$ cat src/rtl/mlp_patch_seq.sv
// mlp_patch_seq: streams a stored patch from memory into an MLP and latches the thresholded score.
// Optional WAIT timeout is enabled by defining MLP_SEQ_TIMEOUT_EN.
module mlp_patch_seq #(
  parameter int unsigned P       = 2,
  parameter int unsigned W_X     = 4,
  parameter int unsigned W_Y     = 17,
  parameter int unsigned N_BEATS = 25,
  parameter int unsigned W_A     = 5,
  parameter int unsigned TIMEOUT = 255
) (
  input  logic                   clk,
  input  logic                   rst,
  input  logic                   start,
  input  logic [W_Y:0]           thr,
  output logic                   mem_rd,
  output logic [W_A-1:0]         mem_addr,
  input  logic [P*(W_X+2)-1:0]   mem_rdata,
  output logic                   mlp_in_vld,
  output logic [P*W_X-1:0]       mlp_in_mag,
  output logic [P*2-1:0]         mlp_in_pol,
  input  logic [W_Y:0]           mlp_out,
  input  logic                   mlp_out_vld,
  output logic                   busy,
  output logic                   done,
  output logic [W_Y:0]           score,
  output logic                   is_signal,
  output logic                   err_timeout
);

  localparam int unsigned W_PIX = W_X + 2;
  localparam int unsigned W_T   = $clog2(TIMEOUT + 1);
`ifdef MLP_SEQ_TIMEOUT_EN
  localparam bit TO_EN = 1'b1;
`else
  localparam bit TO_EN = 1'b0;
`endif

  typedef enum logic [2:0] {IDLE, FEED, WAIT, DONE, HOLD} state_t;

  state_t             state;
  logic               rd_d1;
  logic [W_T-1:0]     wait_cnt;
  logic [P*W_X-1:0]   mag_c;
  logic [P*2-1:0]     pol_c;
  logic               score_ge_c;

  // Unpack {pol,mag} pixel slots of the memory word into separate buses.
  always_comb begin
    mag_c = '0;
    pol_c = '0;
    for (int unsigned i = 0; i < P; i++) begin
      mag_c[i*W_X +: W_X] = mem_rdata[i*W_PIX +: W_X];
      pol_c[i*2 +: 2]     = mem_rdata[i*W_PIX + W_X +: 2];
    end
  end

  assign score_ge_c = $signed(mlp_out) >= $signed(thr);

  // Beat pipeline: read data arrives one cycle after mem_rd, then is registered.
  always_ff @(posedge clk or negedge rst) begin
    if (!rst) begin
      rd_d1      <= 1'b0;
      mlp_in_vld <= 1'b0;
      mlp_in_mag <= '0;
      mlp_in_pol <= '0;
    end else begin
      rd_d1      <= mem_rd;
      mlp_in_vld <= rd_d1;
      mlp_in_mag <= rd_d1 ? mag_c : '0;
      mlp_in_pol <= rd_d1 ? pol_c : '0;
    end
  end

  // Sequencer; FEED also drains the beat pipeline before handing over to WAIT.
  always_ff @(posedge clk or negedge rst) begin
    if (!rst) begin
      state       <= IDLE;
      mem_rd      <= 1'b0;
      mem_addr    <= '0;
      busy        <= 1'b0;
      done        <= 1'b0;
      score       <= '0;
      is_signal   <= 1'b0;
      err_timeout <= 1'b0;
      wait_cnt    <= '0;
    end else begin
      done <= 1'b0;
      unique case (state)
        IDLE: begin
          if (start) begin
            state    <= FEED;
            mem_rd   <= 1'b1;
            mem_addr <= '0;
            busy     <= 1'b1;
          end
        end
        FEED: begin
          if (mem_rd) begin
            if (mem_addr == W_A'(N_BEATS - 1)) begin
              mem_rd   <= 1'b0;
              mem_addr <= '0;
            end else begin
              mem_addr <= mem_addr + W_A'(1);
            end
          end else if (!rd_d1) begin
            state    <= WAIT;
            wait_cnt <= '0;
          end
        end
        WAIT: begin
          if (mlp_out_vld) begin
            score       <= mlp_out;
            is_signal   <= score_ge_c;
            err_timeout <= 1'b0;
            done        <= 1'b1;
            state       <= DONE;
          end else if (TO_EN && (wait_cnt == W_T'(TIMEOUT - 1))) begin
            score       <= '0;
            is_signal   <= 1'b0;
            err_timeout <= 1'b1;
            done        <= 1'b1;
            state       <= DONE;
          end else if (TO_EN) begin
            wait_cnt <= wait_cnt + W_T'(1);
          end
        end
        DONE: state <= HOLD;
        HOLD: begin
          if (!mlp_out_vld) begin
            state <= IDLE;
            busy  <= 1'b0;
          end
        end
        default: state <= IDLE;
      endcase
    end
  end

endmodule

$ cat config.mk
export PLATFORM = sky130hd
export DESIGN_NAME = mlp_patch_seq
export DESIGN_NICKNAME = d
export VERILOG_FILES = /design/src/rtl/mlp_patch_seq.sv
export SDC_FILE = /design/constraint.sdc
export NUM_CORES = 1
export LEC_CHECK = 0
export BUFFER_PORTS_ARGS = -buffer_cell sky130_fd_sc_hd__buf_2
export CAP_MARGIN = 20
export CORE_MARGIN = 2
export CORE_UTILIZATION = 45
export CTS_BUF_LIST = sky130_fd_sc_hd__clkbuf_8
export CTS_CLUSTER_DIAMETER = 150
export DETAILED_ROUTE_END_ITERATION = 10
export PLACE_DENSITY_LB_ADDON = 0.15
export SYNTH_ARGS = -nofsm -noshare
export SYNTH_HDL_FRONTEND = slang
export SYNTH_SLANG_ARGS = --single-unit
$ cat constraint.sdc
create_clock -name clk -period 1.43 [get_ports clk]
set_input_delay 0.143 -clock clk [delete_from_list [all_inputs] [get_ports clk]]
set_output_delay 0.143 -clock clk [all_outputs]
set_load 0.01 [all_outputs]
==> results of run 1 <==
==> Yosys cell counts (all sizes together) <==
cell,instances,area [µm²]
a211oi,1,7.510
a21o,3,23.77
a21oi,10,50.05
a221o,2,20.02
a22o,1,8.760
a311oi,1,8.760
a32o,1,10.01
and2,12,75.07
and4b,1,10.01
and4bb,1,12.51
buf,6,32.53
clkbuf,1,3.750
conb,1,3.750
dfrtp,44,1101
ha,20,250.2
inv,24,90.09
mux2,18,202.7
mux2i,2,20.02
nand2,8,30.03
nand2b,1,6.260
nand3,1,5.000
nand4,5,37.53
nor2,12,45.04
nor2b,1,6.260
nor3,2,15.01
nor4,1,21.27
o21ai,5,25.02
o221ai,1,15.01
o22a,1,8.760
o2bb2ai,1,8.760
o31a,1,8.760
o31ai,1,7.510
xnor2,1,8.760
xor2,3,26.28
==> through the flow <==
step,cell area [µm²],cells
floorplan,2238,194
global placement,2874,362
detailed placement,2874,362
CTS,2962,370
global route,2978,371
finish,2978,371
==> area by class of cell <==
class	instances	area (µm²)
inverter	24	90.09
multi-input combinational	119	1012
fill	401	1745
timing repair buffer	110	613.1
sequential	44	1101
clock inverter	2	8.758
tap	67	83.83
clock buffer	5	68.82
==> worst max-delay path: stages, from the launching register on <==
cell and delay [ns]:
dfrtp_1 0.41, and4bb_2 0.34, buf_4 0.20, mux2_2 0.35
==> layout by cell type (no fill, tap or decap), types with 2 or more instances in the layout <==
| cell | n |
|---|---|
| buf_4 | 17 |
| inv_1 | 24 |
| a21o_1 | 2 |
| nand2_1 | 8 |
| dfrtp_1 | 44 |
| a21oi_1 | 9 |
| ha_4 | 2 |
| ha_1 | 18 |
| nor2_1 | 12 |
| xor2_1 | 3 |
| o21ai_0 | 4 |
| clkbuf_8 | 5 |
| mux2_2 | 18 |
| mux2i_1 | 2 |
| nand4_1 | 4 |
| buf_2 | 91 |
| and2_1 | 12 |
| a221o_1 | 2 |
==> cells by family after synthesis <==
kind of cell	count (synthesis)
AO/OA/AOI/OAI	29
XOR/XNOR	4
adder cells (fa/ha/maj)	20
buffers and inverters	31
flip-flops	44
multiplexers	20
other	1
AND/OR/NAND/NOR	45
==> what timing repair did <==
action	CTS	global route
pin swaps	1	1
hold buffers	1	0
buffers inserted	0	1
endpoints found under the hold margin	19	0
gates resized for setup	0	2
endpoints found under the setup margin	6	21
==> worst paths after layout <==
kind                                        from                 endpoint  slack [ns]  depth (start not counted)
setup reg to reg            state[0]$_DFFE_PN0P_     score[9]$_DFFE_PN0P_        0.01                          3
min in group asynchronous                    rst     score[6]$_DFFE_PN0P_        0.35                          2
max in group asynchronous                    rst          rd_d1$_DFF_PN0_        0.60                          3
setup / recovery            state[0]$_DFFE_PN0P_     score[9]$_DFFE_PN0P_        0.01                          3
hold / removal                     mem_rdata[10]  mlp_in_pol[2]$_DFF_PN0_        0.07                          2
hold reg to reg            score[10]$_DFFE_PN0P_    score[10]$_DFFE_PN0P_        0.50                          1
==> flip-flops by register name (all words and copies together), names as in the netlist <==
name,flops
mlp_in_pol,4
state,3
score,18
rd_d1,1
mlp_in_vld,1
mlp_in_mag,8
done,1
mem_rd,1
mem_addr,5
busy,1
is_signal,1
==> power breakdown <==
part / internal (mW) / leakage [nW] / switching [mW]
clock network: 0.325 / 0.0452 / 0.370
registers: 1.56 / 0.522 / 0.174
logic: 0.733 / 1.03 / 0.688
==> layer usage <==
layer	up-vias	global-route usage	wire, µm	share of wire
met5	-	0	0	0
met4	0	0.04242	42	0.0094
met3	4	0.05014	299	0.067
met2	57	0.3185	2217	0.50
met1	842	0.2079	1887	0.42
li1	879	-	-	-
==> run summary, run 1 <==
Initial Util - 0.4670
PD cells - 1293 nW/µm²
Die Wd - 74.02 µm
Via Count - 1,782
Simple-Gate Fraction of Synth Area - 0.1197
first-pass GRT wire length - 7.403 mm
Tot Pwr - 3.850 mW
Post-Route WL - 4.447 mm
Rows - 25
period utilisation layout - 0.9929
largest net degree at the start of global routing - 26
die area - 5478 µm²
CP Capture Type - register
RSZ-0062 raised after global routing - yes
hold crit path type - in2reg
Pleak - 1.593 nW
share of the yosys chip area belonging to registers - 0.4991
post-synthesis mux area share - 0.1010
worst hold margin - 0.07118 ns
Setup WS pre-CTS - -0.2252 ns
Slew Viols, Final - 0
WP data arrival - 1.58 ns
Final setup viols - 0
Max Fclk - 0.7043 GHz
Vias/cell - 4.803
final core occ - 0.6305
total CTS buffers - 5
Setup TNS Final - 0 ns
Syn. warnings - 0
die height - 74.02 µm
Synth Area in Compound Gates - 0.09189
IO Port Bufs - 91
largest family of logic cells by synthesized area - simple AND/OR/NAND/NOR gates
CTS HTree Levels - 2
syn_area_per_cell - 11.37 µm²
Synth Register Bits - 44
post-synthesis instance area - 2206 µm²
xor and xnor fraction of the mapped netlist area - 0.01588
Worst setup SP type - register
GR Util All Layers - 0.1765
CP Max Fanout - 11
Final Hold Viols - 0
clock tree buffer depth - 2
routability cong. - 0.8066
Synthesized Nets - 266
ant diodes - 0
status - finished, final reports clean
Synth-to-Final Area Change - 35.00%
TritonRoute pass-1 iters - 4
Clock Skew - 0.009126 ns
CP required - 1.59 ns
root buffer cell - clkbuf_8
Overflow after GRT - 0
post-synthesis cell type count - 38
Final nets - 376
vias in the first global route - 1,740
Worst-Skew Late Latency - 0.28 ns
ANT nets after route - 0
DRC - 0
CTS tree - yes
clock sinks - 44
Syn Inst Count - 194
Core ar. - 4723 µm²
MaxCap Viol Count - 0
wire per inst - 11.99 µm
Peak VDD IR - 0.0008959 V
Final Worst Setup Slack - 0.01012 ns
Setup CP Type - reg2reg
Adder-Cell Fraction of Synth Area - 0.1134
initial antenna violation count - 0
Final min period - 1.420 ns
DR iter-0 viols - 29
Ports - 93
share of cells above drive strength 1 - 0.4737
post-DP HPWL - 3.698 mm
clock transition at the registers of the reported paths - 0.08 ns
(Power assumes the default switching activity.)
==> run 2, diff against run 1 <==
--- a/config.mk
+++ b/config.mk
@@ -10,7 +10,6 @@
 export CORE_MARGIN = 2
 export CORE_UTILIZATION = 45
 export CTS_BUF_LIST = sky130_fd_sc_hd__clkbuf_8
-export CTS_CLUSTER_DIAMETER = 150
 export DETAILED_ROUTE_END_ITERATION = 10
 export PLACE_DENSITY_LB_ADDON = 0.15
 export SYNTH_ARGS = -nofsm -noshare
==> constraint.sdc (replaced) <==
create_clock -name clk -period 1.84 [get_ports clk]
set_input_delay 0.184 -clock clk [delete_from_list [all_inputs] [get_ports clk]]
set_output_delay 0.184 -clock clk [all_outputs]
set_load 0.01 [all_outputs]
==> run summary, run 2 (synthesis results as in run 1) <==
CP endpoint - is_signal$_DFFE_PN0P_
Rel. slew slack - 0.6592
Tot Pwr - 2.970 mW
Rows - 25
worst hold margin - 0.1014 ns
Cells after DPL - 353
ant diodes - 0
Final min period - 1.499 ns
Setup TNS Final - 0 ns
Vias/cell - 4.746
Multi-input gate area - 978.4 µm²
Via Count - 1,718
Initial Util - 0.4670
vias in the first global route - 1,642
Final setup viols - 0
R2R setup slack - 0.39 ns
period utilisation layout - 0.8148
RSZ-0062 raised after global routing - no
Slew Viols, Final - 0
hold crit path type - in2reg
Setup CP Type - in2reg
Die Wd - 74.02 µm
Worst setup SP type - primary input
reg-to-reg endpoint - mem_addr[4]$_DFFE_PN0P_
die height - 74.02 µm
IO Port Bufs - 91
worst-margin pin slew - 0.5112 ns
status - finished, final reports clean
fillcell total - 395
Worst-Skew Late Latency - 0.29 ns
TritonRoute pass-1 iters - 4
PD cells - 1028 nW/µm²
CP Max Fanout - 2
ANT nets after route - 0
Overflow after GRT - 0
Final Hold Viols - 0
CP Capture Type - register
Most flops, register - score
CP required - 2.03 ns
total CTS buffers - 5
max reg flops - 18
DR iter-0 viols - 42
CP startpoint - thr[15]
Pleak - 1.546 nW
first-pass GRT wire length - 7.003 mm
MaxCap Viol Count - 0
biggest regs - score (18), mlp_in_mag (8), mem_addr (5)
root buffer cell - clkbuf_8
RR Startpoint - state[0]$_DFFE_PN0P_
Peak VDD IR - 0.0006734 V
CTS HTree Levels - 2
Max Fclk - 0.6670 GHz
post-CTS setup buffers - 0
Clock Skew - 0.008100 ns
CTS tree - yes
FF+latch area - 1101 µm²
commonest non-fill, non-tap cell in the layout - buf_2
largest net degree at the start of global routing - 25
clock sinks - 44
WP data arrival - 1.69 ns
Ports - 93
die area - 5478 µm²
Synth-to-Final Area Change - 30.97%
Core ar. - 4723 µm²
post-DP HPWL - 3.556 mm
share of cells above drive strength 1 - 0.4441
Post-Layout Cell Count - 362
clock transition at the registers of the reported paths - 0.08 ns
most frequent cells in the layout - buf_2 (91), dfrtp_1 (44), inv_1 (24)
routability cong. - 0.7956
Final nets - 366
initial antenna violation count - 0
GR Util All Layers - 0.1689
DRC - 0
wire per inst - 12.33 µm
Reg2Reg Depth - 6
Post-Route WL - 4.465 mm
clock tree buffer depth - 2
## run 2: area by class of cell
class                   count  share of cell area
well taps                  67             0.02902
inverters                  24             0.03118
multi-input cells         119              0.3387
flip-flops and latches     44              0.3811
clock inverters             2            0.005197
repair buffers            100              0.1862
clock buffers               6             0.02858
## run 2: how the worst min path moves through the flow
stage / startpoint / end / cells past startpoint
floorplan: rst / busy$_DFFE_PN0P_ / 0
global placement: rst / score[8]$_DFFE_PN0P_ / 1
detailed placement: rst / score[8]$_DFFE_PN0P_ / 1
CTS: mem_rdata[5] / mlp_in_pol[1]$_DFF_PN0_ / 2
global route: mem_rdata[7] / mlp_in_mag[5]$_DFF_PN0_ / 2
finish: mem_rdata[5] / mlp_in_pol[1]$_DFF_PN0_ / 2
## run 2: critical path: stages
cell      delay [ns]
buf_2           0.08
inv_1           0.04
ha_1            0.30
a21o_1          0.18
a21o_1          0.17
a221o_1         0.31
a21o_2          0.19
a311oi_1        0.24
## run 2: report_power, final
group	internal, mW	total, mW	leakage [nW]	switching, mW
Combinational	0.489	0.963	0.980	0.474
Sequential	1.21	1.38	0.522	0.166
Clock	0.304	0.629	0.0434	0.325
## run 2: metal layers
layer | GRT usage | vias to the layer above | share of wire
met3 | 0.04336 | 2 | 0.052
met2 | 0.3105 | 54 | 0.52
met4 | 0.05253 | 0 | 0.0049
li1 | - | 861 | -
met5 | 0 | - | 0
met1 | 0.1916 | 801 | 0.42
## run 2: what timing repair did
item / 4_1_cts / 5_1_grt
gates resized for setup: 0 / 0
endpoints found under the hold margin: 20 / 0
hold buffers: 1 / 0
## run 2: through the flow
step,utilization,setup slack [ns],instance area [µm²]
final,0.6117,0.3408,2889
after global routing,0.6117,0.2703,2889
after CTS,0.6117,0.3525,2889
after detailed placement,0.5889,0.04377,2781
after global placement,0.5889,0.08427,2781
after floorplan,-,0.2099,2206
==> run 3, diff against run 2 <==
==> constraint.sdc (replaced) <==
create_clock -name clk -period 1.4 [get_ports clk]
set_input_delay 0.14 -clock clk [delete_from_list [all_inputs] [get_ports clk]]
set_output_delay 0.14 -clock clk [all_outputs]
set_load 0.01 [all_outputs]
==> run summary, run 3 (synthesis results as in run 1) <==
status - complete, but fails checks
failing checks - setup timing
ant diodes - 0
Final min period - 1.450 ns
post-DP HPWL - 3.657 mm
clock tree buffer depth - 2
share of cells above drive strength 1 - 0.4870
GR Util All Layers - 0.1815
Worst setup SP type - register
Slew Viols, Final - 0
initial antenna violation count - 0
IO Port Bufs - 91
biggest regs - score (18), mlp_in_mag (8), mem_addr (5)
Clock Skew - 0.006570 ns
first-pass GRT wire length - 7.534 mm
Initial Util - 0.4670
die height - 74.02 µm
Peak VDD IR - 0.0009158 V
Final nets - 379
total CTS buffers - 5
CTS tree - yes
Final Worst Setup Slack - -0.05025 ns
Pleak - 1.644 nW
period utilisation layout - 1.036
WP data arrival - 1.62 ns
CTS HTree Levels - 2
clock sinks - 44
DRC - 0
die area - 5478 µm²
Core ar. - 4723 µm²
Setup WS pre-CTS - -0.2698 ns
Most flops, register - score
root buffer cell - clkbuf_8
most frequent cells in the layout - buf_2 (91), dfrtp_1 (44), inv_1 (23)
clock transition at the registers of the reported paths - 0.08 ns
Via Count - 1,819
Worst-Skew Late Latency - 0.29 ns
hold crit path type - in2reg
CP Max Fanout - 5
Vias/cell - 4.851
PD cells - 1395 nW/µm²
routability cong. - 0.8065
max reg flops - 18
DR iter-0 viols - 23
wire per inst - 12.63 µm
Final setup viols - 9
Setup TNS Final - -0.3134 ns
CP Capture Type - register
largest net degree at the start of global routing - 26
fillcell total - 377
vias in the first global route - 1,762
Setup CP Type - reg2reg
Max Fclk - 0.6895 GHz
ANT nets after route - 0
commonest non-fill, non-tap cell in the layout - buf_2
Die Wd - 74.02 µm
Rows - 25
Synth-to-Final Area Change - 40.39%
RSZ-0062 raised after global routing - yes
Overflow after GRT - 0
CP required - 1.57 ns
MaxCap Viol Count - 0
Post-Route WL - 4.735 mm
Ports - 93
TritonRoute pass-1 iters - 4
Final Hold Viols - 0
-- run 3: final cells by class --
type                       instances  area (µm²)  area share
inverter                          24       90.09     0.02909
timing repair buffer             113       668.1      0.2158
sequential                        44        1101      0.3556
clock buffer                       7       96.34     0.03111
tap                               67       83.83     0.02707
clock inverter                     1       30.03    0.009697
multi-input combinational        119        1027      0.3317
-- run 3: final timing paths --
kind	endpoint	slack, ns	from	depth (start not counted)
setup / recovery	score[4]$_DFFE_PN0P_	-0.05	state[2]$_DFFE_PN0P_	4
hold / removal	mlp_in_mag[6]$_DFF_PN0_	0.06	mem_rdata[8]	2
setup reg to reg	score[4]$_DFFE_PN0P_	-0.05	state[2]$_DFFE_PN0P_	4
hold reg to reg	score[10]$_DFFE_PN0P_	0.51	score[10]$_DFFE_PN0P_	1
max in group asynchronous	mem_addr[4]$_DFFE_PN0P_	0.58	rst	3
min in group asynchronous	score[6]$_DFFE_PN0P_	0.33	rst	2
-- run 3: critical path, stage by stage, from the launching register on --
cell and delay (ns):
dfrtp_1 0.40, and4bb_4 0.37, buf_4 0.12, clkbuf_16 0.13, mux2_2 0.32
-- run 3: repair_timing --
action	4_1_cts	5_1_grt
hold buffers	1	0
setup buffers	0	3
cloned	0	1
endpoints found under the hold margin	19	0
resized for setup	1	8
endpoints found under the setup margin	19	23
pin swaps	1	2
-- run 3: metal layers --
layer	vias up	GRT usage	wire length (µm)
met5	-	0	0
met2	60	0.3234	2368
li1	889	-	-
met1	865	0.2127	1990
met4	0	0.06061	55
met3	5	0.04743	321
-- run 3: power breakdown --
group / leakage (nW) / switching, mW / internal, mW / total, mW
Clock: 0.0645 / 0.410 / 0.629 / 1.04
Sequential: 0.522 / 0.184 / 1.59 / 1.78
Combinational: 1.06 / 0.726 / 0.778 / 1.50
Total: 1.64 / 1.32 / 3.00 / 4.32
-- run 3: through the flow --
step / hold slack (ns) / cells / area, µm² / power [mW] / util
finish: 0.06090 / 375 / 3097 / 4.319 / 0.6556
global route: 0.04756 / 375 / 3097 / 4.623 / 0.6556
CTS: 0.04750 / 371 / 3015 / 4.309 / 0.6384
detailed placement: 0.1233 / 362 / 2874 / 3.244 / 0.6085
global placement: 0.1184 / 362 / 2874 / 3.213 / 0.6085
floorplan: -0.1556 / 194 / 2238 / 2.570 / -
